## src/rtl/dac_sample_scheduler.sv

```systemverilog
// dac_sample_scheduler
// Buffers signed 16-bit audio samples in a small FIFO. On each audio-rate tick
// it pops one sample, converts it to 12-bit offset-binary with rounding and
// saturation, and hands it to the SPI DAC controller through a send/busy
// handshake. The controller's busy flag lives in the SCLK domain and is
// resynchronised here. Also reports FIFO level, underruns and late ticks.
module dac_sample_scheduler #(
    parameter int CLK_DIVIDE = 2268,
    parameter int FIFO_DEPTH = 8,
    parameter int ADDR_W     = 3
) (
    input  logic               clock_50Mhz,
    input  logic               reset_n,
    input  logic signed [15:0] in_sample,
    input  logic               in_valid,
    output logic               in_ready,
    output logic [11:0]        dac_sample,
    output logic               dac_send_n,
    input  logic               dac_busy,
    output logic [ADDR_W:0]    fifo_level,
    output logic [15:0]        underrun_count,
    output logic               late_tick
);

    localparam int CNT_W = (CLK_DIVIDE > 1) ? $clog2(CLK_DIVIDE) : 1;
    localparam logic [CNT_W-1:0]  CNT_LAST   = CNT_W'(CLK_DIVIDE - 1);
    localparam logic [ADDR_W:0]   LEVEL_FULL = (ADDR_W + 1)'(FIFO_DEPTH);
    localparam logic [11:0]       DAC_MID    = 12'h800;

    localparam logic [1:0] IDLE      = 2'd0;
    localparam logic [1:0] REQUEST   = 2'd1;
    localparam logic [1:0] WAIT_DONE = 2'd2;

    // Round to 12 bits (add half an LSB of the result), clamp the single
    // positive overflow case, and flip the sign bit for offset-binary.
    function automatic logic [11:0] to_offset12(input logic signed [15:0] s);
        logic signed [16:0] r;
        r = $signed({s[15], s}) + 17'sd8;
        if (r > 17'sd32767) begin
            r = 17'sd32767;
        end
        return {~r[15], r[14:4]};
    endfunction

    // Counter increment that sticks at all-ones instead of wrapping.
    function automatic logic [15:0] sat_inc16(input logic [15:0] v);
        return (v == 16'hFFFF) ? v : v + 16'd1;
    endfunction

    logic [CNT_W-1:0]   tick_cnt_q, tick_cnt_d;
    logic [1:0]         state_q, state_d;
    logic               send_n_q, send_n_d;
    logic [11:0]        dac_sample_q, dac_sample_d;
    logic [15:0]        underrun_q, underrun_d;
    logic               late_q, late_d;
    logic [ADDR_W:0]    level_q, level_d;
    logic [ADDR_W-1:0]  wr_ptr_q, wr_ptr_d;
    logic [ADDR_W-1:0]  rd_ptr_q, rd_ptr_d;
    logic               busy_meta_q, busy_s_q;
    logic signed [15:0] mem_q [FIFO_DEPTH];

    logic tick;
    logic fifo_empty;
    logic pop;
    logic push;
    logic in_ready_c;

    // Tick generation, transfer FSM, and FIFO pointer/level bookkeeping.
    always_comb begin
        tick         = (tick_cnt_q == CNT_LAST);
        tick_cnt_d   = tick ? '0 : tick_cnt_q + CNT_W'(1);
        fifo_empty   = (level_q == '0);

        pop          = 1'b0;
        state_d      = state_q;
        send_n_d     = send_n_q;
        dac_sample_d = dac_sample_q;
        underrun_d   = underrun_q;
        late_d       = late_q;

        case (state_q)
            IDLE: begin
                if (tick) begin
                    if (!fifo_empty) begin
                        pop          = 1'b1;
                        dac_sample_d = to_offset12(mem_q[rd_ptr_q]);
                        send_n_d     = 1'b0;
                        state_d      = REQUEST;
                    end else begin
                        underrun_d   = sat_inc16(underrun_q);
                    end
                end
            end
            REQUEST: begin
                // A tick here is dropped; the downstream is too slow.
                if (tick) begin
                    late_d = 1'b1;
                end
                if (busy_s_q) begin
                    send_n_d = 1'b1;
                    state_d  = WAIT_DONE;
                end
            end
            WAIT_DONE: begin
                if (tick) begin
                    late_d = 1'b1;
                end
                if (!busy_s_q) begin
                    state_d = IDLE;
                end
            end
            default: begin
                state_d  = IDLE;
                send_n_d = 1'b1;
            end
        endcase

        // A pop in the same cycle frees a slot, so a full FIFO can still
        // accept a sample on the tick that drains one.
        in_ready_c = (level_q != LEVEL_FULL) || pop;
        push       = in_valid && in_ready_c;

        wr_ptr_d   = push ? wr_ptr_q + ADDR_W'(1) : wr_ptr_q;
        rd_ptr_d   = pop  ? rd_ptr_q + ADDR_W'(1) : rd_ptr_q;

        case ({push, pop})
            2'b10:   level_d = level_q + (ADDR_W + 1)'(1);
            2'b01:   level_d = level_q - (ADDR_W + 1)'(1);
            default: level_d = level_q;
        endcase
    end

    // Control state, registered outputs and the busy synchroniser.
    always_ff @(posedge clock_50Mhz or negedge reset_n) begin
        if (!reset_n) begin
            tick_cnt_q   <= '0;
            state_q      <= IDLE;
            send_n_q     <= 1'b1;
            dac_sample_q <= DAC_MID;
            underrun_q   <= '0;
            late_q       <= 1'b0;
            level_q      <= '0;
            wr_ptr_q     <= '0;
            rd_ptr_q     <= '0;
            busy_meta_q  <= 1'b0;
            busy_s_q     <= 1'b0;
        end else begin
            tick_cnt_q   <= tick_cnt_d;
            state_q      <= state_d;
            send_n_q     <= send_n_d;
            dac_sample_q <= dac_sample_d;
            underrun_q   <= underrun_d;
            late_q       <= late_d;
            level_q      <= level_d;
            wr_ptr_q     <= wr_ptr_d;
            rd_ptr_q     <= rd_ptr_d;
            busy_meta_q  <= dac_busy;
            busy_s_q     <= busy_meta_q;
        end
    end

    // FIFO storage; contents are meaningless once the pointers are reset.
    always_ff @(posedge clock_50Mhz) begin
        if (push) begin
            mem_q[wr_ptr_q] <= in_sample;
        end
    end

    assign in_ready       = in_ready_c;
    assign dac_sample     = dac_sample_q;
    assign dac_send_n     = send_n_q;
    assign fifo_level     = level_q;
    assign underrun_count = underrun_q;
    assign late_tick      = late_q;

endmodule

```

## config.mk

```make
export PLATFORM = sky130hd
export DESIGN_NAME = dac_sample_scheduler
export DESIGN_NICKNAME = d
export VERILOG_FILES = /design/src/rtl/dac_sample_scheduler.sv
export SDC_FILE = /design/constraint.sdc
export NUM_CORES = 1
export LEC_CHECK = 0
export CORE_ASPECT_RATIO = 1.4
export CORE_MARGIN = 2
export CORE_UTILIZATION = 45
export CTS_BUF_LIST = sky130_fd_sc_hd__clkbuf_4 sky130_fd_sc_hd__clkbuf_8 sky130_fd_sc_hd__clkbuf_16
export CTS_CLUSTER_DIAMETER = 30
export DETAILED_ROUTE_END_ITERATION = 16
export GPL_TIMING_DRIVEN = 0
export PLACE_DENSITY = 0.69
export SETUP_SLACK_MARGIN = 0.05
export SLEW_MARGIN = 20
export SYNTH_ARGS = -nofsm -noshare
export SYNTH_HDL_FRONTEND = slang
export SYNTH_SLANG_ARGS = --single-unit
```

## constraint.sdc

```tcl
create_clock -name clock_50Mhz -period 4.2 [get_ports clock_50Mhz]
set_input_delay 1.05 -clock clock_50Mhz [delete_from_list [all_inputs] [get_ports clock_50Mhz]]
set_output_delay 1.05 -clock clock_50Mhz [all_outputs]
set_load 0.02 [all_outputs]
```

==> results.rst <==
.. list-table::
   :header-rows: 1

   * - Metric
     - Value
   * - Final Total Pwr
     - about 0.0046 W
   * - Initial cell density of the core
     - about 46%
   * - Clk Tree Root Cell
     - sky130_fd_sc_hd__clkbuf_16
   * - H-Tree Depth
     - 4
   * - Library cell with the largest summed area after synthesis
     - sky130_fd_sc_hd__edfxtp_1
   * - Number of standard cells in the layout, taps in and fillers out
     - about 830
   * - Post-synth net total
     - roughly 520
   * - Nets@finish
     - 611
   * - Power Density
     - just under 500 nW/um2
   * - Pin count of the biggest net entering global routing
     - 57
   * - Cell area after synthesis
     - approximately 7900 um2
   * - Run status
     - finished clean
   * - Worst-case headroom to the max-slew limit
     - 51.6%
   * - Diodes inserted
     - 0
   * - Cells traversed along the worst timing path
     - or4b_1 > nor4_2 > nand2b_1 > or2_2 > nand3_1 > dlygate4sd2_1
   * - Worst setup slack after layout
     - 0.380 ns
   * - Static Leakage
     - approximately 3.4 nW
   * - Hold Crit Start
     - busy_meta_q$_DFF_PN0_
   * - TritonCTS clock tree
     - yes
   * - Share of flip-flops with an asynchronous set or reset after synthesis
     - 30.4%
   * - Maximum cell stage delay along the critical path
     - roughly 0.56 ns
   * - Post-layout minimum cycle time
     - ~3.8 ns
   * - Setup Skew
     - around 0.0073 ns
   * - Final RePlAce weighted congestion
     - about 0.85
   * - Leading post-synthesis cells by cell area
     - sky130_fd_sc_hd__edfxtp_1, sky130_fd_sc_hd__dfrtp_1, sky130_fd_sc_hd__mux4_2
   * - Aggregate routed wire length
     - ~15000 um
   * - Die Outline Area
     - about 19000 um2
   * - Type of the most critical hold path
     - reg2reg
   * - Count of maximum capacitance violations
     - 0
   * - Clock group share of total power
     - 37.7%
   * - Sink count of the clock tree
     - roughly 180
   * - First-pass GRT wire length
     - between 20000 and 25000 um
   * - Critical path class
     - reg2out
   * - Post-synth EDFFs
     - ~130
   * - Required time at the worst-slack endpoint
     - roughly 3.2 ns
   * - Number of placed I/O pins
     - 55
   * - Power share of the sequential group
     - about half
   * - Worst Max-Slew Pin Slew
     - ~0.7 ns
   * - Switching share of total power
     - around a quarter
   * - Setup fix buffers added after clock tree synthesis
     - 0
   * - Number of library cell types mapped by synthesis
     - between 50 and 60
   * - Launching instance or port of the critical path
     - tick_cnt_q[8]$_DFF_PN0_
   * - Area grow syn2layout
     - 20.9%
   * - # setup viols final
     - 0
   * - Reg-to-reg startpoint
     - tick_cnt_q[8]$_DFF_PN0_
   * - Core Rows
     - 57
   * - Most frequently used flop master after synthesis
     - sky130_fd_sc_hd__edfxtp_1
   * - Synth top area share
     - between 40% and 50%
   * - Fraction of layout cells with a size suffix above 1
     - between 20% and 30%
   * - RSZ-0062 raised after global routing
     - no
   * - Portion of the post-synthesis area used by sequential elements
     - approximately 67%
   * - Cell count after synthesis
     - between 400 and 500
   * - Number of hold-repair buffers added at the cts stage
     - 0
   * - Setup Total Neg Slack
     - 0 ns
   * - Final hold violation count
     - 0
   * - Number of synthesis warnings
     - 0
   * - First-pass iteration count of the detailed router
     - 4
   * - Overall fraction of global-route tracks in use
     - 17.7%
   * - Standard cell with the maximum stage delay on the critical path
     - sky130_fd_sc_hd__or4b_1
   * - Post-route fraction of the period consumed by the critical path
     - about nine tenths
   * - Startpoint class of the critical path
     - flop
   * - Dominant cell by count in the synthesized netlist
     - sky130_fd_sc_hd__edfxtp_1
   * - Count of unresolved DRC violations after routing
     - 0
   * - Area of the core
     - between 15000 and 20000 um2
   * - Via/cell ratio
     - 5.30
   * - Worst Setup End Kind
     - primary output
   * - Clock latency at the later pin of the worst-skew pair
     - 0.43 ns
   * - Post-synthesis average cell area
     - roughly 16 um2
   * - Vias in the first global route
     - about 4600
   * - Y dimension of the die
     - ~160 um
   * - DR iter-0 viols
     - around 260
   * - Max rail drop VDD
     - 0.000271 V
   * - Seq cells post-synth
     - 184
   * - Count of port buffers added during placement
     - 54
   * - Initial antenna violation count
     - 0
   * - Sw power
     - 0.00114 W
   * - CTS-repair resized insts
     - 2
   * - Number of clock buffers inserted by TritonCTS
     - 17
   * - Worst endpoint data arrival time
     - approximately 2.8 ns
   * - Most frequent cells after synthesis
     - sky130_fd_sc_hd__edfxtp_1, sky130_fd_sc_hd__dfrtp_1, sky130_fd_sc_hd__nor2_1
   * - Max-slew violation count
     - 0
   * - Total via count in the routed design
     - around 4400
   * - Worst Hold Slack
     - 0.354 ns
   * - Number of buffers on the longest clock path
     - 2
   * - Detail Route Antenna Nets
     - 0
   * - Routed len/inst
     - 18.5 um
   * - Remaining Overflow, GRT
     - 0
   * - Horiz. Die Dim
     - between 100 and 150 um
   * - Worst slack, placed
     - ~0.37 ns
   * - Clock edge transition at the registers on the reported setup and hold paths
     - 0.07 ns
   * - Portion of total power attributed to combinational logic
     - between 10 and 15%
   * - Placed wire-length estimate after detailed placement
     - 10900 um
   * - Maximum fanout encountered on the critical timing path
     - 4
   * - Post-placement cell count
     - 794
   * - Highest achievable clock rate
     - approximately 260 MHz
   * - Internal power
     - 0.00343 W
==> flip-flops by register name (all words and copies together) (netlist names) <==
register / flops
dac_sample: 12
busy_s_q: 1
dac_send_n: 1
state_q: 2
tick_cnt_q: 12
late_tick: 1
fifo_level: 4
rd_ptr_q: 3
busy_meta_q: 1
wr_ptr_q: 3
underrun_count: 16
mem_q: 128
==> cell type report <==
| cell class | count | area [um2] |
|---|---|---|
| fill | 1415 | 7760 |
| sequential | 184 | 5250 |
| tap | 236 | 295 |
| multi-input combinational | 279 | 2480 |
| clock buffer | 18 | 433 |
| buffer | 14 | 118 |
| timing repair buffer | 68 | 664 |
| clock inverter | 14 | 209 |
| inverter | 13 | 48.8 |
==> power groups by stage <==
stage / clock, W / sequential [W] / combinational, W
after floorplan: 0 / 0.00230 / 0.000294
after global placement: 0 / 0.00230 / 0.000502
after detailed placement: 0 / 0.00231 / 0.000583
after CTS: 0.00175 / 0.00227 / 0.000586
after global routing: 0.00182 / 0.00229 / 0.000630
final: 0.00172 / 0.00227 / 0.000575
==> worst max-delay path, delay by kind of cell (launching register included) <==
family / cells / cell delay (ns)
AND/OR/NAND/NOR: 5 / 1.55
flip-flops: 1 / 0.42
buffers and inverters: 1 / 0.36
==> cells in the final DEF (no fill, tap or decap), drive strengths merged, types with 13 or more instances in the layout <==
master and n:
xnor2 19, clkdlybuf4s50 52, nand2 31, mux4 29
nor2 37, dfrtp 54, clkbuf 18, edfxtp 128
inv 20, nor3 18, ha 13, nand3 14
xor2 20, buf 29
==> through the flow <==
| stage | utilization [%] | area [um2] |
|---|---|---|
| after detailed placement | 51.3 | 8850 |
| final | 55.0 | 9500 |
| after floorplan | - | 7860 |
| after global placement | 50.4 | 8690 |
| after CTS | 55.0 | 9500 |
| after global routing | 55.0 | 9500 |
==> layer usage <==
layer  wire length (um)  GRT usage (%)  part of all wire [%]
met1               6250           21.7                    41
met2               8160           30.6                    53
met3                606           3.89                   4.0
met4                236           6.11                   1.5
met5                  0              0                     0
==> worst paths after layout <==
check | to | slack (ns) | cells after the start
min reg2reg | busy_s_q$_DFF_PN0_ | 0.35 | 0
max reg2reg | fifo_level[3]$_DFFE_PN0P_ | 0.46 | 14
max in group asynchronous | dac_sample[5]$_DFFE_PN0P_ | 3.07 | 1
max | in_ready | 0.38 | 6
min | busy_s_q$_DFF_PN0_ | 0.35 | 0
min in group asynchronous | tick_cnt_q[5]$_DFF_PN0_ | 0.66 | 1
==> cells by family after synthesis <==
logic type                 after synthesis  synth area share (%)
adders and majority gates               14                  2.32
AOI/OAI and AO/OA                       40                  4.06
DFF                                    184                  66.8
xor gates and xnor gates                39                  4.35
buffers and inverters                   27                  2.12
and+or+nand+nor                        139                  9.20
muxes                                   47                  11.2
Note: power is estimated with default switching activity, not from simulation.
